File: src/rtl/whack_game_if.sv
// Game-controller bus: button/generator inputs toward the controller and
// generator-control, score and timer outputs back toward generator and display.
interface whack_game_if #(
  parameter int unsigned TIMER_W = 24,
  parameter int unsigned SCORE_W = 8
);
  logic               i_start;
  logic [4:0]         i_btn_pulse;
  logic [2:0]         i_mole_position;
  logic               i_position_changed;
  logic               o_restart_game;
  logic               o_change_position;
  logic               o_game_over;
  logic [SCORE_W-1:0] o_score;
  logic [3:0]         o_misses;
  logic [TIMER_W-1:0] o_time_left;
  logic [1:0]         o_state;

  // Upstream side: debouncers, mole generator and their consumers.
  modport master (
    output i_start, i_btn_pulse, i_mole_position, i_position_changed,
    input  o_restart_game, o_change_position, o_game_over,
           o_score, o_misses, o_time_left, o_state
  );

  // Controller side.
  modport slave (
    input  i_start, i_btn_pulse, i_mole_position, i_position_changed,
    output o_restart_game, o_change_position, o_game_over,
           o_score, o_misses, o_time_left, o_state
  );
endinterface

File: src/rtl/whack_game_ctrl.sv
// Whack-a-mole game sequencer: drives the mole generator, judges presses,
// keeps score/misses and runs the game timer.
module whack_game_ctrl #(
  parameter int unsigned GAME_CYCLES = 300000,
  parameter int unsigned TIMER_W     = 24,
  parameter int unsigned MAX_MISSES  = 5,
  parameter int unsigned SCORE_W     = 8
) (
  input  logic         i_clk,
  input  logic         i_rst,
  whack_game_if.slave  io_game
);

  typedef enum logic [1:0] {
    IDLE    = 2'd0,
    RESTART = 2'd1,
    PLAY    = 2'd2,
    OVER    = 2'd3
  } state_t;

  localparam logic [TIMER_W-1:0] TIME_INIT = TIMER_W'(GAME_CYCLES);
  localparam logic [3:0]         MISS_MAX  = 4'(MAX_MISSES);
  localparam logic [SCORE_W-1:0] SCORE_MAX = '1;

  state_t             r_state;
  logic [SCORE_W-1:0] r_score;
  logic [3:0]         r_misses;
  logic [TIMER_W-1:0] r_time_left;
  logic               r_armed;
  logic               r_req_pending;
  logic               r_restart_game;
  logic               r_change_position;
  logic               r_game_over;

  state_t             w_state_nxt;
  logic [SCORE_W-1:0] w_score_nxt;
  logic [3:0]         w_misses_nxt;
  logic [TIMER_W-1:0] w_time_left_nxt;
  logic               w_armed_nxt;
  logic               w_req_pending_nxt;
  logic               w_restart_game_nxt;
  logic               w_change_position_nxt;
  logic               w_game_over_nxt;

  logic [4:0]         w_target;
  logic               w_judge;
  logic               w_hit;
  logic               w_miss;
  logic               w_escape;
  logic               w_mole_valid;

  // A hole number of 5..7 shifts the one-hot target to zero, so no press can match it.
  assign w_target     = 5'b00001 << io_game.i_mole_position;
  assign w_mole_valid = (io_game.i_mole_position <= 3'd4);
  assign w_judge      = (io_game.i_btn_pulse != 5'b00000) && r_armed && !io_game.i_position_changed;
  assign w_hit        = w_judge && (io_game.i_btn_pulse == w_target);
  assign w_miss       = w_judge && !w_hit;
  assign w_escape     = io_game.i_position_changed && r_armed && !r_req_pending;

  // State and output registers.
  always_ff @(posedge i_clk or posedge i_rst) begin
    if (i_rst) begin
      r_state           <= IDLE;
      r_score           <= '0;
      r_misses          <= '0;
      r_time_left       <= TIME_INIT;
      r_armed           <= 1'b0;
      r_req_pending     <= 1'b0;
      r_restart_game    <= 1'b0;
      r_change_position <= 1'b0;
      r_game_over       <= 1'b1;
    end else begin
      r_state           <= w_state_nxt;
      r_score           <= w_score_nxt;
      r_misses          <= w_misses_nxt;
      r_time_left       <= w_time_left_nxt;
      r_armed           <= w_armed_nxt;
      r_req_pending     <= w_req_pending_nxt;
      r_restart_game    <= w_restart_game_nxt;
      r_change_position <= w_change_position_nxt;
      r_game_over       <= w_game_over_nxt;
    end
  end

  // Next-state and next-output logic.
  always_comb begin
    w_state_nxt       = r_state;
    w_score_nxt       = r_score;
    w_misses_nxt      = r_misses;
    w_time_left_nxt   = r_time_left;
    w_armed_nxt       = r_armed;
    w_req_pending_nxt = r_req_pending;

    case (r_state)
      IDLE: begin
        if (io_game.i_start) w_state_nxt = RESTART;
      end
      RESTART: begin
        w_state_nxt = PLAY;
      end
      PLAY: begin
        w_time_left_nxt = r_time_left - TIMER_W'(1);
        if (io_game.i_position_changed) begin
          w_req_pending_nxt = 1'b0;
          w_armed_nxt       = w_mole_valid;
        end else if (w_hit) begin
          w_armed_nxt       = 1'b0;
          w_req_pending_nxt = 1'b1;
          if (r_score != SCORE_MAX) w_score_nxt = r_score + SCORE_W'(1);
        end
        // An escape and a wrong press can never coincide, but one increment covers both anyway.
        if ((w_escape || w_miss) && (r_misses < MISS_MAX)) w_misses_nxt = r_misses + 4'd1;
        if (r_time_left <= TIMER_W'(1)) begin
          w_time_left_nxt = '0;
          w_state_nxt     = OVER;
        end else if (w_misses_nxt >= MISS_MAX) begin
          w_state_nxt = OVER;
        end
      end
      OVER: begin
        if (io_game.i_start) w_state_nxt = RESTART;
      end
      default: w_state_nxt = IDLE;
    endcase

    // Entering RESTART starts a fresh game, so the restart cycle already shows cleared values.
    if (w_state_nxt == RESTART) begin
      w_score_nxt       = '0;
      w_misses_nxt      = '0;
      w_time_left_nxt   = TIME_INIT;
      w_armed_nxt       = 1'b0;
      w_req_pending_nxt = 1'b0;
    end

    w_restart_game_nxt    = (w_state_nxt == RESTART);
    w_game_over_nxt       = (w_state_nxt == IDLE) || (w_state_nxt == OVER);
    w_change_position_nxt = w_hit && (r_state == PLAY) && (w_state_nxt == PLAY);
  end

  assign io_game.o_restart_game    = r_restart_game;
  assign io_game.o_change_position = r_change_position;
  assign io_game.o_game_over       = r_game_over;
  assign io_game.o_score           = r_score;
  assign io_game.o_misses          = r_misses;
  assign io_game.o_time_left       = r_time_left;
  assign io_game.o_state           = r_state;

endmodule

File: src/flat_wrapper.sv
// flat-port wrapper written by rule: the top's interface ports become plain ports
module whack_game_ctrl_flat 
#(
  parameter int unsigned GAME_CYCLES = 300000,
  parameter int unsigned TIMER_W     = 24,
  parameter int unsigned MAX_MISSES  = 5,
  parameter int unsigned SCORE_W     = 8
)
  (i_clk, i_rst, io_game_i_start, io_game_i_btn_pulse, io_game_i_mole_position, io_game_i_position_changed, io_game_o_restart_game, io_game_o_change_position, io_game_o_game_over, io_game_o_score, io_game_o_misses, io_game_o_time_left, io_game_o_state);
  whack_game_if #(.TIMER_W(TIMER_W), .SCORE_W(SCORE_W)) io_game_i ();
  input  logic i_clk;
  input  logic i_rst;
  input wire logic [$bits(io_game_i.i_start)-1:0] io_game_i_start;
  input wire logic [$bits(io_game_i.i_btn_pulse)-1:0] io_game_i_btn_pulse;
  input wire logic [$bits(io_game_i.i_mole_position)-1:0] io_game_i_mole_position;
  input wire logic [$bits(io_game_i.i_position_changed)-1:0] io_game_i_position_changed;
  output wire logic [$bits(io_game_i.o_restart_game)-1:0] io_game_o_restart_game;
  output wire logic [$bits(io_game_i.o_change_position)-1:0] io_game_o_change_position;
  output wire logic [$bits(io_game_i.o_game_over)-1:0] io_game_o_game_over;
  output wire logic [$bits(io_game_i.o_score)-1:0] io_game_o_score;
  output wire logic [$bits(io_game_i.o_misses)-1:0] io_game_o_misses;
  output wire logic [$bits(io_game_i.o_time_left)-1:0] io_game_o_time_left;
  output wire logic [$bits(io_game_i.o_state)-1:0] io_game_o_state;
  assign io_game_i.i_start = io_game_i_start;
  assign io_game_i.i_btn_pulse = io_game_i_btn_pulse;
  assign io_game_i.i_mole_position = io_game_i_mole_position;
  assign io_game_i.i_position_changed = io_game_i_position_changed;
  assign io_game_o_restart_game = io_game_i.o_restart_game;
  assign io_game_o_change_position = io_game_i.o_change_position;
  assign io_game_o_game_over = io_game_i.o_game_over;
  assign io_game_o_score = io_game_i.o_score;
  assign io_game_o_misses = io_game_i.o_misses;
  assign io_game_o_time_left = io_game_i.o_time_left;
  assign io_game_o_state = io_game_i.o_state;
  whack_game_ctrl #(.GAME_CYCLES(GAME_CYCLES), .TIMER_W(TIMER_W), .MAX_MISSES(MAX_MISSES), .SCORE_W(SCORE_W)) u_core (.i_clk(i_clk), .i_rst(i_rst), .io_game(io_game_i));
endmodule
File: config.mk
export PLATFORM = sky130hd
export DESIGN_NAME = whack_game_ctrl_flat
export DESIGN_NICKNAME = d
export VERILOG_FILES = /design/src/rtl/whack_game_if.sv /design/src/rtl/whack_game_ctrl.sv /design/src/flat_wrapper.sv
export SDC_FILE = /design/constraint.sdc
export NUM_CORES = 1
export LEC_CHECK = 0
export CORE_ASPECT_RATIO = 1.2
export CORE_MARGIN = 10
export CORE_UTILIZATION = 54
export CTS_BUF_LIST = sky130_fd_sc_hd__clkbuf_4 sky130_fd_sc_hd__clkbuf_8
export DETAILED_ROUTE_END_ITERATION = 6
export PLACE_DENSITY = 0.83
export SYNTH_ARGS = -nofsm -noshare
export SYNTH_HDL_FRONTEND = slang
export SYNTH_SLANG_ARGS = --single-unit
File: constraint.sdc
create_clock -name i_clk -period 4.3 [get_ports i_clk]
set_clock_uncertainty 0.05 [all_clocks]
set_input_delay 0.86 -clock i_clk [delete_from_list [all_inputs] [get_ports i_clk]]
set_output_delay 0.86 -clock i_clk [all_outputs]
set_load 0.01 [all_outputs]
==> results.md <==
- Post-synth top cells: 43 x nor2_1, 34 x dfrtp_1, 23 x nand2_1
- CP required: 4470 ps
- Main area contributors after synthesis: dfrtp_1 32%, dfstp_2 8.8%, nor2_1 6.0%, ha_1 4.7%, xnor2_1 3.6%
- Clock transition at the registers of the reported paths: 80 ps
- Synth Area in XOR/XNOR: 4.58%
- Vias: 2560
- Area share of the largest cell type after synthesis: 31.8%
- CTS Sinks: 43
- Seq/Total Area, Yosys: 40.6%
- Post-DP HPWL: 5480 um
- Antenna cells: 0
- Final min period: 4170 ps
- Initial antenna violation count: 0
- Final hold slack: 435 ps
- Syn avg cell area: 9.04 um2
- CTS buffer count: 5
- Routed wire length: 7100 um
- Drt drc: 0
- Global route total overflow: 0
- CTS tree: yes
- I/O pin count: 53
- Startpoint types: input port
- Vias per cell: 5.98
- Period utilization: 96.9%
- I/O Buffers: 52
- Drt pass-1 iters: 4
- Tot Pwr: 2.41 mW
- Peak Freq: 240 MHz
- Core Footprint: 4870 um2
- Met3 Track Usage GR: 4.61%
- Post-synth ARST share: 100%
- Final hold vios: 0
- Cells after DPL: 418
- Grt peak-use layer: met2
- CTS H-Tree Depth: 2
- Pwr dens: 687 nW/um2
- M2 GR Usage: 31.5%
- Synth Area in Compound Gates: 19.4%
- Status: finished clean
- Post-Synth Adder-Cell Area: 4.68%
- Clock tree buffer depth: 2
- Die area: 8180 um2
- Die X-Extent: 84.3 um
- Share of layout cells above drive strength 1: 14.7%
- Site row count: 28
- Clock Latency Late Sink: 300 ps
- Count of state elements after synthesis: 43
- First-pass GRT wire length: 12200 um
- Worst setup EP type: flop
- Largest net degree at the start of global routing: 26
- Min-delay worst type: reg -> reg
- Starting DRT DRC Count: 116
- RSZ-0062 raised after global routing: false
- Grt met1 use: 18.8%
- GPL Wtd Cong: 0.915
- Most common cell in the netlist: nor2_1
- Largest family of logic cells by synthesized area: simple AND/OR/NAND/NOR gates
- DR WL/cell: 16.6 um
- Cell accounting for the most synthesized area: dfrtp_1
- Max-Cap Viols: 0
- Post-synth net total: 318
- Area delta synth->final: 30.9%
- Pleak: 1.48 nW
- Yosys Warn Count: 0
- Area after DPL: 3370 um2
- Finished Layout Cells: 428
- Max_slew headroom: 34.5%
- ANT nets after route: 0
- Critical path arrival: 4340 ps
- Post-synth cell types: 61
- Setup Viol. Count Final: 0
- Die H: 97.1 um
- EDFF count, synth: 0
- Worst-Margin Slew: 981 ps
- Critical-path maximum fanout: 6
- Critical path class: in -> reg
- Setup TNS: 0 ps
- Vias in the first global route: 2532
- Simple-Gate Fraction of Synth Area: 25.7%
- Finished Cell Area: 3500 um2
- Netlist Area Pre-Place: 2680 um2
- Pins Over Slew Limit: 0
- Multiplexer share of the synthesized area: 1.22%
- Synth Flop Type: dfrtp_1
- Initial core utilization: 55.0%
- Max VDD drop: 338 uV
- Nets: 389
- Post-synthesis cell count: 296
- GRT Overall Usage: 17.4%
- Clock root buffer: clkbuf_8
==> state kept, by name, indices dropped and copies added, names as in the netlist <==
name	count
u_core.io_game.o_score	8
u_core.r_armed	1
u_core.r_req_pending	1
u_core.io_game.o_state	2
u_core.io_game.o_restart_game	1
u_core.io_game.o_time_left	24
u_core.io_game.o_change_position	1
u_core.io_game.o_game_over	1
u_core.io_game.o_misses	4
==> where the power goes <==
group	total, mW	leakage [nW]	switching, mW	internal, mW
combinational	1.45	0.883	0.773	0.675
clock	0.274	0.0517	0.138	0.136
sequential	0.684	0.546	0.139	0.545
==> metrics by stage <==
| stage | setup slack (ps) | utilization, % |
|---|---|---|
| global placement | -4.46 | 69.3 |
| global route | 60.9 | 71.9 |
| finish | 134 | 71.9 |
| floorplan | 234 | - |
| CTS | 163 | 71.2 |
| detailed placement | -123 | 69.3 |
==> critical path, cell delays in order <==
cell,delay (ps)
clkdlybuf4s50_1,490
or4b_1,520
a21o_1,190
nand3_1,100
nand3_1,100
and3_1,210
o41ai_2,310
buf_4,180
ha_1,170
nand4b_1,130
o22ai_1,110
inv_1,100
nand4_1,230
or4_1,470
a21boi_1,160
==> cell families after synthesis <==
| kind of cell | count (synthesis) |
|---|---|
| AOI/OAI and AO/OA | 74 |
| xor gates and xnor gates | 14 |
| adders and majority gates | 10 |
| buffers and inverters | 24 |
| DFF | 43 |
| muxes | 3 |
| and+or+nand+nor | 128 |
==> final timing paths <==
kind | to | cells after the start | slack [ps] | from
worst max-delay path | u_core.io_game.o_score[5] | 15 | 130 | io_game_i_mole_position[0]
worst min-delay path | u_core.io_game.o_time_left[7] | 2 | 430 | u_core.io_game.o_time_left[7]
worst max register to register | u_core.io_game.o_score[5] | 14 | 530 | u_core.io_game.o_time_left[16]
worst min register to register | u_core.io_game.o_time_left[7] | 2 | 430 | u_core.io_game.o_time_left[7]
max in group asynchronous | u_core.io_game.o_time_left[12] | 3 | 2300 | i_rst
min in group asynchronous | u_core.io_game.o_score[4] | 2 | 1030 | i_rst
==> final cells by class <==
cell class,instances,area (um2)
clock buffers,7,90.1
clock inverters,1,5.00
fillers,380,1370
inverters,17,63.8
multi-input cells,229,1500
flip-flops and latches,43,1090
well taps,60,75.1
repair buffers,71,678
==> routing by layer <==
metal / vias to the layer above / part of all wire, %
met3: 12 / 5.6
met2: 84 / 54
met1: 1237 / 39
met4: 0 / 2.0
met5: - / 0
li1: 1227 / -
==> placed cells by master, fill, tap and decap left out, drive strengths merged, types with 4 or more instances in the layout <==
cell,n
nor2,43
nand4,4
o22ai,4
o21ai,18
nor4,12
buf,19
o31ai,4
nand3,9
o41ai,4
or4,6
dfstp,9
nor3,7
xnor2,11
inv,17
clkbuf,7
or3,4
a21boi,5
nand2b,4
ha,10
nand2,24
dfrtp,34
a21oi,11
clkdlybuf4s50,51
a31oi,4
==> repair_timing <==
action,4_1_cts,5_1_grt
gates resized for setup,0,4
setup endpoints to repair,0,2
hold endpoints to repair,0,0
buffers inserted,0,2
hold buffers,0,0
Power figures use the tool's default switching activity.
